`src/rtl/alu_cmd_sequencer_pkg.sv`:
```
// Shared definitions for the ALU command sequencer: opcode encodings,
// the queued command record and opcode classification helpers.
package alu_cmd_sequencer_pkg;

  localparam int DATA_W = 16;
  localparam int OP_W   = 4;

  localparam logic [OP_W-1:0] OP_AND   = 4'b0000;
  localparam logic [OP_W-1:0] OP_OR    = 4'b0001;
  localparam logic [OP_W-1:0] OP_NOT   = 4'b0010;
  localparam logic [OP_W-1:0] OP_XOR   = 4'b0011;
  localparam logic [OP_W-1:0] OP_NAND  = 4'b0100;
  localparam logic [OP_W-1:0] OP_NOR   = 4'b0101;
  localparam logic [OP_W-1:0] OP_XNOR  = 4'b0110;
  localparam logic [OP_W-1:0] OP_ADD   = 4'b1000;
  localparam logic [OP_W-1:0] OP_SUB   = 4'b1001;
  localparam logic [OP_W-1:0] OP_SHR   = 4'b1010;
  localparam logic [OP_W-1:0] OP_SHL   = 4'b1011;
  localparam logic [OP_W-1:0] OP_CLEAR = 4'b1111;

  // One queued command as it sits in the FIFO (36 bits).
  typedef struct packed {
    logic [OP_W-1:0]   op;
    logic [DATA_W-1:0] a;
    logic [DATA_W-1:0] b;
  } alu_cmd_t;

  // 0111 and 1100-1110 have no ALU meaning.
  function automatic logic op_legal(input logic [OP_W-1:0] op);
    return !(op == 4'b0111 || op == 4'b1100 || op == 4'b1101 || op == 4'b1110);
  endfunction

  // Only the adder ops produce a meaningful overflow flag.
  function automatic logic op_is_arith(input logic [OP_W-1:0] op);
    return (op == OP_ADD) || (op == OP_SUB);
  endfunction

endpackage

```
`src/rtl/alu_cmd_sequencer_fifo.sv`:
```
// Synchronous command FIFO with registered occupancy count; simultaneous
// push and pop are both honoured.
module alu_cmd_fifo #(
  parameter int DEPTH = 4,
  parameter int WIDTH = 36
) (
  input  logic                     clk,
  input  logic                     rst,
  input  logic                     push,
  input  logic [WIDTH-1:0]         wdata,
  input  logic                     pop,
  output logic [WIDTH-1:0]         rdata,
  output logic                     full,
  output logic                     empty,
  output logic [$clog2(DEPTH):0]   count
);

  localparam int AW = $clog2(DEPTH);

  logic [WIDTH-1:0] mem [DEPTH];
  logic [AW-1:0]    wr_ptr;
  logic [AW-1:0]    rd_ptr;
  logic             do_push;
  logic             do_pop;

  assign full    = (count == (AW+1)'(DEPTH));
  assign empty   = (count == '0);
  assign do_push = push && !full;
  assign do_pop  = pop && !empty;
  assign rdata   = mem[rd_ptr];

  // Storage write; the array itself carries no reset.
  // NOTE: memory contents are never reset -- validity is tracked by count, and leaving the array out of reset keeps it mappable to RAM.
  always_ff @(posedge clk) begin
    if (do_push) mem[wr_ptr] <= wdata;
  end

  // Pointers wrap naturally modulo DEPTH (power of 2); count tracks occupancy.
  always_ff @(posedge clk or posedge rst) begin
    if (rst) begin
      wr_ptr <= '0;
      rd_ptr <= '0;
      count  <= '0;
    end else begin
      if (do_push) wr_ptr <= wr_ptr + AW'(1);
      if (do_pop)  rd_ptr <= rd_ptr + AW'(1);
      case ({do_push, do_pop})
        2'b10:   count <= count + (AW+1)'(1);
        2'b01:   count <= count - (AW+1)'(1);
        default: count <= count;
      endcase
    end
  end

endmodule

```
`src/rtl/alu_cmd_sequencer.sv`:
```
// Command-side master for the 16-bit ALU: pops queued commands one at a
// time, drives the ALU inputs, waits out the operand register latency,
// returns result/overflow over valid/ready and then forces a CLEAR cycle.
module alu_cmd_sequencer
  import alu_cmd_sequencer_pkg::*;
#(
  parameter int CMD_DEPTH = 4,
  parameter int ALU_LAT   = 1
) (
  input  logic              clk,
  input  logic              rst,
  input  logic              cmd_valid,
  output logic              cmd_ready,
  input  logic [OP_W-1:0]   cmd_op,
  input  logic [DATA_W-1:0] cmd_a,
  input  logic [DATA_W-1:0] cmd_b,
  output logic [OP_W-1:0]   alu_opcode,
  output logic [DATA_W-1:0] alu_a,
  output logic [DATA_W-1:0] alu_b,
  input  logic [DATA_W-1:0] alu_result,
  input  logic              alu_overflow,
  output logic              rsp_valid,
  input  logic              rsp_ready,
  output logic [DATA_W-1:0] rsp_data,
  output logic              rsp_ovf,
  output logic              rsp_err,
  output logic              busy
);

  localparam int CNT_W = $clog2(ALU_LAT + 2);

  typedef enum logic [1:0] {S_IDLE, S_WAIT, S_RESP, S_CLR} state_t;

  state_t                   state;
  logic [CNT_W-1:0]         wait_cnt;
  alu_cmd_t                 push_cmd;
  alu_cmd_t                 head;
  logic                     fifo_full;
  logic                     fifo_empty;
  logic [$clog2(CMD_DEPTH):0] fifo_count;
  logic                     fifo_pop;

  assign push_cmd  = '{op: cmd_op, a: cmd_a, b: cmd_b};
  assign cmd_ready = !fifo_full;
  assign fifo_pop  = (state == S_IDLE) && !fifo_empty;
  assign busy      = (state != S_IDLE) || (fifo_count != '0);

  alu_cmd_fifo #(
    .DEPTH (CMD_DEPTH),
    .WIDTH ($bits(alu_cmd_t))
  ) u_fifo (
    .clk   (clk),
    .rst   (rst),
    .push  (cmd_valid),
    .wdata (push_cmd),
    .pop   (fifo_pop),
    .rdata (head),
    .full  (fifo_full),
    .empty (fifo_empty),
    .count (fifo_count)
  );

  // Sequencer FSM: issue, wait for the ALU, hold the response, then CLEAR.
  // NOTE: every register here is assigned with <= so all next-state values are computed from pre-edge values, independent of statement order.
  always_ff @(posedge clk or posedge rst) begin
    if (rst) begin
      state      <= S_IDLE;
      wait_cnt   <= '0;
      alu_opcode <= OP_CLEAR;
      alu_a      <= '0;
      alu_b      <= '0;
      rsp_valid  <= 1'b0;
      rsp_data   <= '0;
      rsp_ovf    <= 1'b0;
      rsp_err    <= 1'b0;
    end else begin
      case (state)
        S_IDLE: begin
          alu_opcode <= OP_CLEAR;
          alu_a      <= '0;
          alu_b      <= '0;
          if (!fifo_empty) begin
            if (op_legal(head.op)) begin
              alu_opcode <= head.op;
              alu_a      <= head.a;
              alu_b      <= head.b;
              wait_cnt   <= CNT_W'(ALU_LAT);
              state      <= S_WAIT;
            end else begin
              // Illegal op never reaches the ALU; answer immediately.
              rsp_valid <= 1'b1;
              rsp_data  <= '0;
              rsp_ovf   <= 1'b0;
              rsp_err   <= 1'b1;
              state     <= S_RESP;
            end
          end
        end
        S_WAIT: begin
          if (wait_cnt == '0) begin
            rsp_valid <= 1'b1;
            rsp_data  <= alu_result;
            rsp_ovf   <= op_is_arith(alu_opcode) && alu_overflow;
            rsp_err   <= 1'b0;
            state     <= S_RESP;
          end else begin
            wait_cnt <= wait_cnt - CNT_W'(1);
          end
        end
        S_RESP: begin
          if (rsp_ready) begin
            rsp_valid  <= 1'b0;
            alu_opcode <= OP_CLEAR;
            alu_a      <= '0;
            alu_b      <= '0;
            state      <= S_CLR;
          end
        end
        default: begin
          state <= S_IDLE;
        end
      endcase
    end
  end

endmodule
```
`config.mk`:
```
export PLATFORM = sky130hd
export DESIGN_NAME = alu_cmd_sequencer
export DESIGN_NICKNAME = d
export VERILOG_FILES = /design/src/rtl/alu_cmd_sequencer_pkg.sv /design/src/rtl/alu_cmd_sequencer_fifo.sv /design/src/rtl/alu_cmd_sequencer.sv
export SDC_FILE = /design/constraint.sdc
export NUM_CORES = 1
export LEC_CHECK = 0
export ABC_AREA = 1
export ABC_CLOCK_PERIOD_IN_PS = 4000
export CAP_MARGIN = 5
export CELL_PAD_IN_SITES_DETAIL_PLACEMENT = 1
export CELL_PAD_IN_SITES_GLOBAL_PLACEMENT = 2
export CORE_UTILIZATION = 30
export DETAILED_ROUTE_END_ITERATION = 8
export PLACE_DENSITY_LB_ADDON = 0.25
export RECOVER_POWER = 50
export SYNTH_ARGS = -nofsm -noshare
export SYNTH_HDL_FRONTEND = slang
export SYNTH_SLANG_ARGS = --single-unit
```
`constraint.sdc`:
```
create_clock -name clk -period 4 [get_ports clk]
set_clock_uncertainty 0.2 [all_clocks]
set_input_delay 0.8 -clock clk [delete_from_list [all_inputs] [get_ports clk]]
set_output_delay 0.8 -clock clk [all_outputs]
set_load 0.01 [all_outputs]
```
==> results_dict.tcl, run 1 <==
set metrics [dict create \
    outcome "complete, but fails checks" \
    violations "max-capacitance violations, max-slew violations" \
    rrSetupSlack_ns 0.75 \
    synth_top_cell_area_share_pct 51.6 \
    fillCellCount 2936 \
    max-slew-margin-rel_pct -8.08 \
    placed_cells 1163 \
    crit_start "cmd_valid" \
    nets 886 \
    drive_gt1_share_pct 8.61 \
    finalNonFillerCells 1208 \
    drc_errors 0 \
    yosysTopAreaCell "edfxtp_1" \
    clk-insertion-delay-late_ns 0.51 \
    postRouteAntennaNets 0 \
    hold_violations 0 \
    placedInstanceArea_um2 9940 \
    tightest_slew_ns 1.62 \
    grt_pass1_vias 6214 \
    pre_cts_ws_ns 0.668 \
    fin_util_pct 39.6 \
    hold_end "alu_b[5]" \
    syn_avg_cell_area_um2 11.9 \
    cts_hold_buffers 0 \
    cts_setup_buffers 0 \
    totalWireLength_mm 22.1 \
    fin_crit_sh_pct 81.5 \
    p_leak_nw 4.22 \
    cts.sinks 210 \
    cts-root-buf "clkbuf_16" \
    synthCells 702 \
    worstPathRequired_ns 3.99 \
    synth_nets 770 \
    grt_pass1_wl_mm 34.9 \
    drv_slew 32 \
    rsz0062_at_grt "no" \
    async_flop_share_pct 31.4 \
    clkTransAtPathRegs_ns 0.06 \
    die_area_um2 28600 \
    gp_congestion 0.794 \
    yosys-top-cells-count "edfxtp_1, nand2_1, nor2_1, o21ai_0, dfrtp_1" \
    die_h_um 169 \
    setup_slack_ns 0.740 \
    synth.area.top_cells "edfxtp_1, dfrtp_1, nand2_1" \
    cp-start-kind "input pin" \
    dpl.hpwl_mm 14.3 \
    io_buffer_count 113 \
    firstDrtPassIters 6 \
    num_vias 5699 \
    synth_cell_types 32 \
    r2r.worst_path.cells 10 \
    syn2layout_area_growth_pct 28.5 \
    ioPinCount 114 \
    clk_path_buf_depth 3 \
    drt_iter0_drc 303 \
    cp.arrival_ns 3.25 \
    initial_utilization_pct 30.8 \
    worstSetupEndpointType "flip-flop" \
    synth_warnings 0 \
    peakVddDrop_mv 0.329 \
    setup_tns_ns 0 \
    p_per_area_nw_per_um2 801 \
    timing.rr.end "rsp_data[5]" \
    core.rowCount 60 \
    grtUsageTotal_pct 15.8 \
    synthFlopType "edfxtp_1" \
    fin_area_um2 10800 \
    timing.fmax_mhz 307 \
    grt_start_max_net_pins 59 \
    synth_edf_count 144 \
    ys_seq_area_share_pct 71.4 \
    core_um2 27200 \
    syn_area_um2 8370 \
    antenna_found_initial 1 \
    r2r_start "u_fifo.rd_ptr[0]" \
    hold_start "alu_b[5]" \
    htree_levels 1 \
    finalSetupViolations 0 \
    hold_path_depth 2 \
    crit_fanout 15 \
    routed_via_density 4.72 \
    wire_per_inst_um 18.3 \
    cts_tree "done" \
    antenna_cells 0 \
    cts_made_buffers 24 \
    crit_type "in2reg" \
    ys_seq_elements 210 \
    max_cap_viol_count 2 \
    min_path_type "reg2reg" \
    finalCriticalPeriod_ns 3.26 \
    ctsResizeCount 0 \
    synth_most_common_cell "edfxtp_1" \
    fp.dieW_um 169 \
    globalRouteOverflowTotal 0 \
]
-- cells in the final DEF (no fill, tap or decap), types with 2 or more instances in the layout --
master / n
nand2_4: 2
nand4_1: 20
bufinv_16: 5
edfxtp_1: 144
xor2_1: 3
nand2_2: 3
a21oi_1: 5
clkinv_1: 2
o21ai_0: 67
o21ai_1: 4
clkdlybuf4s50_1: 75
inv_1: 34
clkinv_2: 4
clkbuf_1: 8
xnor2_1: 2
buf_4: 13
nor2_1: 75
dfstp_2: 4
dlygate4sd3_1: 38
inv_2: 3
dfrtp_1: 61
nand3_4: 2
o22ai_1: 32
nand2_1: 134
nand3_1: 43
clkbuf_16: 25
ha_1: 10
a31oi_1: 3
-- layer usage --
layer | routed length [um] | vias up | global-route usage, %
li1 | - | 2689 | -
met1 | 9810 | 2858 | 20.6
met2 | 10800 | 128 | 27.2
met3 | 1260 | 22 | 3.11
met4 | 231 | 2 | 3.02
met5 | 10 | - | 0
-- cell type report --
cell class                      count  area [um^2]  area share [%]
Clock buffer                       33          666            6.19
Sequential cell                   210         5980            55.6
Multi-Input combinational cell    415         2080            19.3
Timing Repair Buffer              128         1240            11.5
Clock inverter                     11          178            1.65
Inverter                           39          150            1.40
Tap cell                          372          465            4.33
-- kinds of logic after synthesis --
kind of cell / synth area share, %
simple gates: 14.9
fa+ha+maj: 1.73
flops: 71.4
compound gates: 7.41
xor+xnor: 0.523
buf+inv: 4.03
-- critical path, stage by stage --
cell,delay (ns)
dlygate4sd3_1,0.53
nand2_1,0.22
nor2_1,1.27
buf_4,0.42
-- registers in the layout, summed over array words and instances, names as in the netlist, 2 cells and up --
register / flops
u_fifo.wr_ptr: 2
u_fifo.mem: 144
alu_a: 16
alu_opcode: 4
wait_cnt: 2
rsp_data: 16
u_fifo.count: 3
u_fifo.rd_ptr: 2
alu_b: 16
state: 2
-- power by group --
| part | total [mW] | switching, mW | leakage, nW | internal, mW |
|---|---|---|---|---|
| Sequential | 3.20 | 0.287 | 2.17 | 2.91 |
| Clock | 2.33 | 0.850 | 0.413 | 1.48 |
| Combinational | 3.09 | 2.03 | 1.63 | 1.05 |
-- metrics by stage --
step	hold WS (ns)	power, mW
floorplan	0.242	5.17
global placement	0.257	6.28
detailed placement	0.266	6.42
CTS	0.286	8.80
global route	0.313	9.20
finish	0.282	8.62
-- how the worst max path moves through the flow --
stage / to / cells past startpoint
after floorplan: u_fifo.mem[0][0] / 2
after global placement: rsp_data[14] / 10
after detailed placement: rsp_data[5] / 10
after CTS: rsp_data[5] / 10
after global routing: rsp_data[3] / 10
final: u_fifo.mem[3][28] / 4
Note: power is estimated with default switching activity, not from simulation.
==> run 2: changes to the inputs <==
ABC_CLOCK_PERIOD_IN_PS = 2600   (was 4000)
clock period = 2.6 ns   (was 4 ns; I/O delays follow)
==> run 2 against run 1 <==
The run now ends clean. Via count rose by 2.1%. Sequential cell count stayed put. Total power rose by 58%. Die area unchanged. Combinational power up 67%. Register-to-register slack lost 0.51 ns. Worst setup slack got worse by 0.57 ns. Utilization rose by 0.66 points. Global-route usage increased by 0.26 points. Cell area is 1.7% higher. Largest cell class unchanged.
==> results_dict.tcl, run 2 (synthesized netlist as in run 1, its figures left out) <==
set metrics [dict create \
    fin_util_pct 40.3 \
    critPathCapture "busy" \
    cts-root-buf "clkbuf_16" \
    critPathSlowestCell "dfrtp_1" \
    gp_congestion 0.745 \
    drive_gt1_share_pct 10.6 \
    cp-start-kind "flip-flop" \
    placedInstanceArea_um2 10100 \
    worstPathRequired_ns 1.88 \
    die_h_um 169 \
    largest_register_ffs 144 \
    fin_area_um2 10900 \
    htree_levels 1 \
    crit_fanout 6 \
    antenna_found_initial 2 \
    min_path_type "reg2reg" \
    die_area_um2 28600 \
    clkTransAtPathRegs_ns 0.06 \
    drc_errors 0 \
    timing.fmax_mhz 412 \
    clk_path_buf_depth 3 \
    top_register "u_fifo.mem" \
    finalCriticalPeriod_ns 2.43 \
    core.rowCount 60 \
    crit_buf_inv 3 \
    fin_crit_sh_pct 93.4 \
    cp.arrival_ns 1.71 \
    cts_made_buffers 24 \
    timing.rr.end "rsp_data[6]" \
    drv_slew 0 \
    routed_via_density 4.76 \
    dpl.hpwl_mm 14.4 \
    wire_per_inst_um 18.3 \
    initial_utilization_pct 30.8 \
    worstSetupEndpointType "primary output" \
    grtUsageTotal_pct 16.0 \
    peakVddDrop_mv 0.491 \
    finalSetupViolations 0 \
    hold_violations 0 \
    max_cap_viol_count 0 \
    firstDrtPassIters 4 \
    globalRouteOverflowTotal 0 \
    drt_iter0_drc 307 \
    rrSetupSlack_ns 0.24 \
    mostFrequentLayoutCell "edfxtp_1" \
    grt_pass1_wl_mm 35.5 \
    grt_pass1_vias 6527 \
    max-slew-margin-rel_pct 14.3 \
    rsz0062_at_grt "no" \
    placed_cells 1174 \
    clk-insertion-delay-late_ns 0.51 \
    io_buffer_count 113 \
    r2r.worst_path.cells 10 \
    p_leak_nw 4.29 \
    fp.dieW_um 169 \
    syn2layout_area_growth_pct 30.6 \
    postRouteAntennaNets 0 \
    finalNonFillerCells 1222 \
    setup_tns_ns 0 \
    critPathTopFamily "buffers and inverters" \
    core_um2 27200 \
    layout_common_cells "edfxtp_1, nand2_1, clkdlybuf4s50_1, nor2_1, o21ai_0" \
    worstPathCellList "inv_1, ha_1, buf_4, nand2_1, clkbuf_2" \
    nets 899 \
    cts_hold_buffers 0 \
    cp.depth 5 \
    crit_type "reg2out" \
    num_vias 5820 \
    fillCellCount 2951 \
    totalWireLength_mm 22.4 \
    cts.sinks 210 \
    tightest_slew_ns 1.29 \
    r2r_start "u_fifo.rd_ptr[1]" \
    max_stage_delay_ns 0.41 \
    ioPinCount 114 \
    outcome "finished clean" \
    cts_tree "done" \
    grt_start_max_net_pins 49 \
    crit_start "state[0]" \
    p_per_area_nw_per_um2 1250 \
]
-- run 2: per-stage QoR --
stage	total power, mW	hold WS [ns]	setup WS, ns
final	13.7	0.274	0.173
after global routing	14.5	0.308	0.0353
after CTS	13.9	0.185	0.00905
after detailed placement	10.1	0.259	0.189
after global placement	9.94	0.255	0.228
after floorplan	7.96	0.242	-0.351
-- run 2: worst min path at each step --
stage / from / cells after the start / to / slack [ns]
finish: rsp_data[4] / 2 / rsp_data[4] / 0.27
floorplan: wait_cnt[1] / 2 / wait_cnt[1] / 0.24
global route: rsp_data[4] / 2 / rsp_data[4] / 0.31
CTS: rst / 3 / state[1] / 0.18
detailed placement: rsp_data[3] / 2 / rsp_data[3] / 0.26
global placement: rsp_data[3] / 2 / rsp_data[3] / 0.26
-- run 2: layer usage --
metal | vias up | track usage (%) | part of all wire, %
li1 | 2714 | - | -
met1 | 2952 | 19.6 | 44
met2 | 120 | 29.5 | 51
met3 | 34 | 2.08 | 3.5
met4 | 0 | 4.43 | 1.9
met5 | - | 0 | 0
-- run 2: final cells by class --
| cell class | count | area (um^2) | share of cell area [%] |
|---|---|---|---|
| Sequential cell | 210 | 5980 | 54.7 |
| Multi-Input combinational cell | 415 | 2110 | 19.3 |
| Timing Repair Buffer | 141 | 1360 | 12.4 |
| Clock buffer | 32 | 682 | 6.23 |
| Tap cell | 372 | 465 | 4.25 |
| Clock inverter | 12 | 188 | 1.72 |
| Inverter | 39 | 150 | 1.37 |
| Antenna cell | 1 | 2.50 | 0.0229 |
-- run 2: where the power goes --
| group | internal [mW] | switching (mW) | total, mW |
|---|---|---|---|
| combinational | 1.81 | 3.36 | 5.17 |
| clock | 2.33 | 1.31 | 3.65 |
| sequential | 4.48 | 0.353 | 4.84 |
| total | 8.63 | 5.03 | 13.7 |
-- run 2: worst reg2reg max path, stage by stage (launching register included) --
cell	delay (ns)
dfrtp_1	0.45
buf_4	0.23
nand3_1	0.15
nand2_2	0.12
nand2_2	0.07
nand2_4	0.07
nand3_4	0.26
nand2_8	0.26
nand3_4	0.23
nand2_1	0.14
nand2_1	0.06
-- run 2: timing repair --
item,in CTS,in global routing
cloned,0,0
resized for setup,1,3
setup endpoints to repair,1,5
endpoints found under the hold margin,0,0
buffers inserted,1,2
